--- config.mk ---
export PLATFORM = sky130hd
export DESIGN_NAME = word_byte_unpacker
export DESIGN_NICKNAME = d
export VERILOG_FILES = /design/src/rtl/word_byte_pkg.sv /design/src/rtl/word_byte_sel.sv /design/src/rtl/word_byte_unpacker.sv
export SDC_FILE = /design/constraint.sdc
export NUM_CORES = 1
export LEC_CHECK = 0
export CORE_MARGIN = 2
export CORE_UTILIZATION = 50
export CTS_BUF_LIST = sky130_fd_sc_hd__clkbuf_4 sky130_fd_sc_hd__clkbuf_8
export CTS_CLUSTER_SIZE = 24
export DETAILED_ROUTE_END_ITERATION = 10
export GPL_TIMING_DRIVEN = 0
export PLACE_DENSITY_LB_ADDON = 0.12
export SLEW_MARGIN = 20
export SYNTH_ARGS = -nofsm -noshare
export SYNTH_HDL_FRONTEND = slang
export SYNTH_SLANG_ARGS = --single-unit
--- constraint.sdc ---
create_clock -name CLK -period 2.6 [get_ports CLK]
set_input_delay 0.52 -clock CLK [delete_from_list [all_inputs] [get_ports CLK]]
set_output_delay 0.52 -clock CLK [all_outputs]
set_load 0.02 [all_outputs]
--- src/rtl/word_byte_pkg.sv ---
// Shared types and helpers for the 16-bit word to 8-bit byte unpacker.
package word_byte_pkg;

  localparam int WORD_W = 16;
  localparam int BYTE_W = 8;

  typedef enum logic [1:0] {
    EMPTY  = 2'b00,
    FIRST  = 2'b01,
    SECOND = 2'b10
  } state_t;

  // idx 0 is the first byte emitted; swap=1 sends the upper byte first.
  function automatic logic [BYTE_W-1:0] pick_byte(input logic [WORD_W-1:0] word,
                                                  input logic              swap,
                                                  input logic              idx);
    return (swap ^ idx) ? word[WORD_W-1:BYTE_W] : word[BYTE_W-1:0];
  endfunction

endpackage

--- src/rtl/word_byte_sel.sv ---
// Combinational 16-to-8 byte selector keyed by emission order and FSM state.
module word_byte_sel
  import word_byte_pkg::*;
#(
  parameter bit SWAP = 1'b1
) (
  input  logic [WORD_W-1:0] word,
  input  state_t            state,
  output logic [BYTE_W-1:0] sel_byte
);

  // Forcing zero when idle keeps out_data clean regardless of the hold contents.
  always_comb begin
    sel_byte = '0;
    case (state)
      FIRST:   sel_byte = pick_byte(word, SWAP, 1'b0);
      SECOND:  sel_byte = pick_byte(word, SWAP, 1'b1);
      default: sel_byte = '0;
    endcase
  end

endmodule

--- src/rtl/word_byte_unpacker.sv ---
// Unpacks 16-bit words into two bytes with valid/ready on both sides.
// Define WORD_BYTE_UNPACKER_LAST_EN to add the out_last end-of-word marker.
module word_byte_unpacker
  import word_byte_pkg::*;
#(
  parameter bit SWAP = 1'b1
) (
  input  logic              CLK,
  input  logic              ARST_N,
  input  logic [WORD_W-1:0] in_data,
  input  logic              in_valid,
  output logic              in_ready,
  output logic [BYTE_W-1:0] out_data,
  output logic              out_valid,
  input  logic              out_ready,
  output logic              busy
`ifdef WORD_BYTE_UNPACKER_LAST_EN
  ,
  output logic              out_last
`endif
);

  state_t            state;
  logic [WORD_W-1:0] hold;
  logic              active;
  logic              word_xfer;
  logic              byte_xfer;

  // SECOND passes out_ready through so a new word can land as the last byte leaves.
  assign in_ready  = (state == EMPTY) || ((state == SECOND) && out_ready);
  assign word_xfer = in_valid && in_ready;
  assign byte_xfer = active && out_ready;

  assign out_valid = active;
  assign busy      = active;

`ifdef WORD_BYTE_UNPACKER_LAST_EN
  assign out_last = (state == SECOND);
`endif

  always_ff @(posedge CLK or negedge ARST_N) begin
    if (!ARST_N) begin
      state  <= EMPTY;
      hold   <= '0;
      active <= 1'b0;
    end else begin
      case (state)
        EMPTY: begin
          if (word_xfer) begin
            hold   <= in_data;
            state  <= FIRST;
            active <= 1'b1;
          end
        end
        FIRST: begin
          if (byte_xfer) state <= SECOND;
        end
        SECOND: begin
          if (byte_xfer) begin
            if (word_xfer) begin
              hold  <= in_data;
              state <= FIRST;
            end else begin
              state  <= EMPTY;
              active <= 1'b0;
            end
          end
        end
        default: begin
          state  <= EMPTY;
          active <= 1'b0;
        end
      endcase
    end
  end

  word_byte_sel #(
    .SWAP(SWAP)
  ) u_sel (
    .word    (hold),
    .state   (state),
    .sel_byte(out_data)
  );

endmodule

==> results.json <==
{
  "worst-path-max-fanout": 10,
  "synthesis.nets": 101,
  "die-height_um": 47.9,
  "antenna_found_initial": 0,
  "setup_viol": 0,
  "avgSynthCellArea_um2": 12.7,
  "tritoncts_num_sinks": 19,
  "antenna_left": 0,
  "cts_made_buffers": 3,
  "tightest_slew_ns": 0.814,
  "rr_endpoint": "hold[7]",
  "fin_hold_ws_ns": 0.516,
  "detail_route.vias_per_cell": 5.31,
  "yosysTopAreaCellShare": 0.494,
  "post-route-period-util": 0.935,
  "layout.cells.most_common_list": "sky130_fd_sc_hd__clkdlybuf4s50_1 (21), sky130_fd_sc_hd__dfrtp_1 (19), sky130_fd_sc_hd__mux2_2 (18)",
  "rr_worst_depth": 6,
  "grt_max_degree": 20,
  "nNetsFinal": 135,
  "dp.final_hpwl_um": 1430,
  "fin_area_um2": 1320,
  "h-tree-depth": 1,
  "worst_ep_required_time_ns": 2.08,
  "pwr_density_cell_nw_per_um2": 1170,
  "synth_cells": 76,
  "peakVddDrop_v": 0.000713,
  "yosysTopAreaCell": "sky130_fd_sc_hd__dfrtp_1",
  "unrepaired_setup_endpoints_after_global_routing": "false",
  "grt_overflow_total": 0,
  "synth.top_cells.by_area": "sky130_fd_sc_hd__dfrtp_1 (49%), sky130_fd_sc_hd__mux2_2 (21%), sky130_fd_sc_hd__ha_1 (6.5%), sky130_fd_sc_hd__a22oi_1 (6.2%), sky130_fd_sc_hd__nor2b_1 (5.2%)",
  "worst_ep_arrival_time_ns": 1.91,
  "cp-end-kind": "output port",
  "leading_cell_type_in_the_layout_fill_and_taps_excluded": "sky130_fd_sc_hd__clkdlybuf4s50_1",
  "area_delta_synth_final_pct": 36.8,
  "slew_headroom": 0.456,
  "status": "complete, no violations",
  "grt_pass1_wl_um": 2920,
  "timing.critical_path.to": "out_data[6]",
  "critPathKind": "reg -> out",
  "floorplan.rows": 15,
  "startpoint_type": "register",
  "floorplan.core_area_um2": 1760,
  "mappedNetlistArea_um2": 962,
  "post_cts_hold_buffer_count": 0,
  "max_clock_freq_ghz": 0.411,
  "total_leakage_power_uw": 0.000587,
  "worstSetupStartpoint": "state[0]",
  "gp_routability_congestion": 0.745,
  "wl_per_cell_um": 14.2,
  "skew_ns": 0.0107,
  "drt_drc_violations_left": 0,
  "max-clock-path-buffers": 2,
  "clkSlewWorstSetupHoldPaths_ns": 0.10,
  "chipWidth_um": 47.9,
  "timing.reg2reg.setup_slack_ns": 0.70,
  "timing.hold.worst.class": "reg -> reg",
  "cts_resized": 11,
  "post-cts-setup-buffer-count": 0,
  "dr.pass1.iters": 3,
  "max_cap_violations": 0,
  "grt_pass1_vias": 695,
  "drtIter0Drc": 6,
  "placed_instance_area_um2": 1290,
  "synth.yosys.seq_area_share": 0.494,
  "synth-seq-cells": 19,
  "floorplan.initialDensity": 0.545,
  "synthDistinctLibCells": 20,
  "final.min_clock_period_ns": 2.43,
  "clk-insertion-delay-late_ns": 0.30,
  "share_of_layout_cells_above_drive_strength_1": 0.257,
  "tritoncts": "yes",
  "antenna_cells_inserted": 0,
  "numPortBuffers": 30,
  "globalRouteTotalUtil": 0.192,
  "hold_viol_final": 0,
  "die_area_um2": 2290,
  "report.final.slew_viol_count": 0,
  "via_count": 711,
  "top_level_ports": 31,
  "cts_root_buffer": "sky130_fd_sc_hd__clkbuf_4",
  "wirelength_um": 1910,
  "synth.yosys.warnings": 0,
  "r2r-start": "state[0]"
}
per-layer routing:
layer / vias to the layer above / routed length [um] / track usage
met5: - / 0 / 0
met4: 0 / 37 / 0.114
met3: 4 / 79 / 0.0264
met2: 19 / 1010 / 0.341
met1: 345 / 781 / 0.217
li1: 343 / - / -
final cells by class:
class                           instances  area, um^2
Buffer                                  3        26.3
Tap cell                               25        31.3
Inverter                                3        11.3
Fill cell                             154         448
Timing Repair Buffer                   30         293
Multi-Input combinational cell         50         452
Sequential cell                        19         475
Clock inverter                          1        5.00
Clock buffer                            3        22.5
critical path: stages (launching register included):
cell	delay [ns]
sky130_fd_sc_hd__dfrtp_1	0.44
sky130_fd_sc_hd__inv_1	0.11
sky130_fd_sc_hd__ha_2	0.24
sky130_fd_sc_hd__clkbuf_4	0.23
sky130_fd_sc_hd__a22oi_1	0.10
sky130_fd_sc_hd__nor2b_1	0.15
sky130_fd_sc_hd__dlygate4sd2_1	0.36
through the flow:
stage	utilization	cells	total power [uW]	setup WS, ns	TNS, ns
CTS	0.745	134	1560	0.0267	0
global placement	0.733	131	1420	-0.0122	-0.0122
floorplan	-	76	1140	0.617	0
detailed placement	0.733	131	1450	-0.0834	-0.363
finish	0.746	134	1540	0.170	0
global route	0.746	134	1640	0.0319	0
how the worst min path moves through the flow:
stage | from | to | slack [ns] | cells after the start
2_1_floorplan | ARST_N | busy | 0.22 | 0
3_3_place_gp | hold[3] | hold[3] | 0.49 | 1
3_5_place_dp | hold[10] | hold[10] | 0.50 | 1
4_1_cts | hold[14] | hold[14] | 0.52 | 1
5_1_grt | hold[10] | hold[10] | 0.54 | 1
6_report | hold[5] | hold[5] | 0.52 | 1
state kept, by name, summed over array words and instances (netlist names):
signal	cells
busy	1
state	2
hold	16
logic make-up (layout without fill, tap and decap cells):
family                   Yosys count  count (layout)  synth area share
adder cells (fa/ha/maj)            5               5            0.0650
multiplexers                      18              18             0.211
AO/OA/AOI/OAI                     15              15             0.120
flip-flops                        19              19             0.494
buffers and inverters              7              40            0.0390
AND/OR/NAND/NOR                   12              12            0.0715
power by group:
group / internal, uW / switching [uW] / total, uW / leakage, uW
Combinational: 458 / 399 / 858 / 0.000344
Sequential: 448 / 91.1 / 539 / 0.000226
Clock: 57.3 / 88.3 / 146 / 0.0000177
Total: 963 / 579 / 1540 / 0.000587
synth_stat cells:
cell	n
sky130_fd_sc_hd__nand4_1	1
sky130_fd_sc_hd__clkbuf_1	2
sky130_fd_sc_hd__buf_4	1
sky130_fd_sc_hd__nor2b_1	8
sky130_fd_sc_hd__dfrtp_1	19
sky130_fd_sc_hd__a21oi_1	1
sky130_fd_sc_hd__inv_1	3
sky130_fd_sc_hd__o32a_1	1
sky130_fd_sc_hd__nand2_1	1
sky130_fd_sc_hd__a22oi_1	8
sky130_fd_sc_hd__nor3_1	1
sky130_fd_sc_hd__a21o_2	1
sky130_fd_sc_hd__mux2_2	18
sky130_fd_sc_hd__o21ai_2	1
sky130_fd_sc_hd__a21boi_0	1
sky130_fd_sc_hd__a2bb2oi_1	1
sky130_fd_sc_hd__buf_6	1
sky130_fd_sc_hd__ha_1	5
sky130_fd_sc_hd__a31oi_1	1
sky130_fd_sc_hd__nor2_1	1
Power figures use the tool's default switching activity.
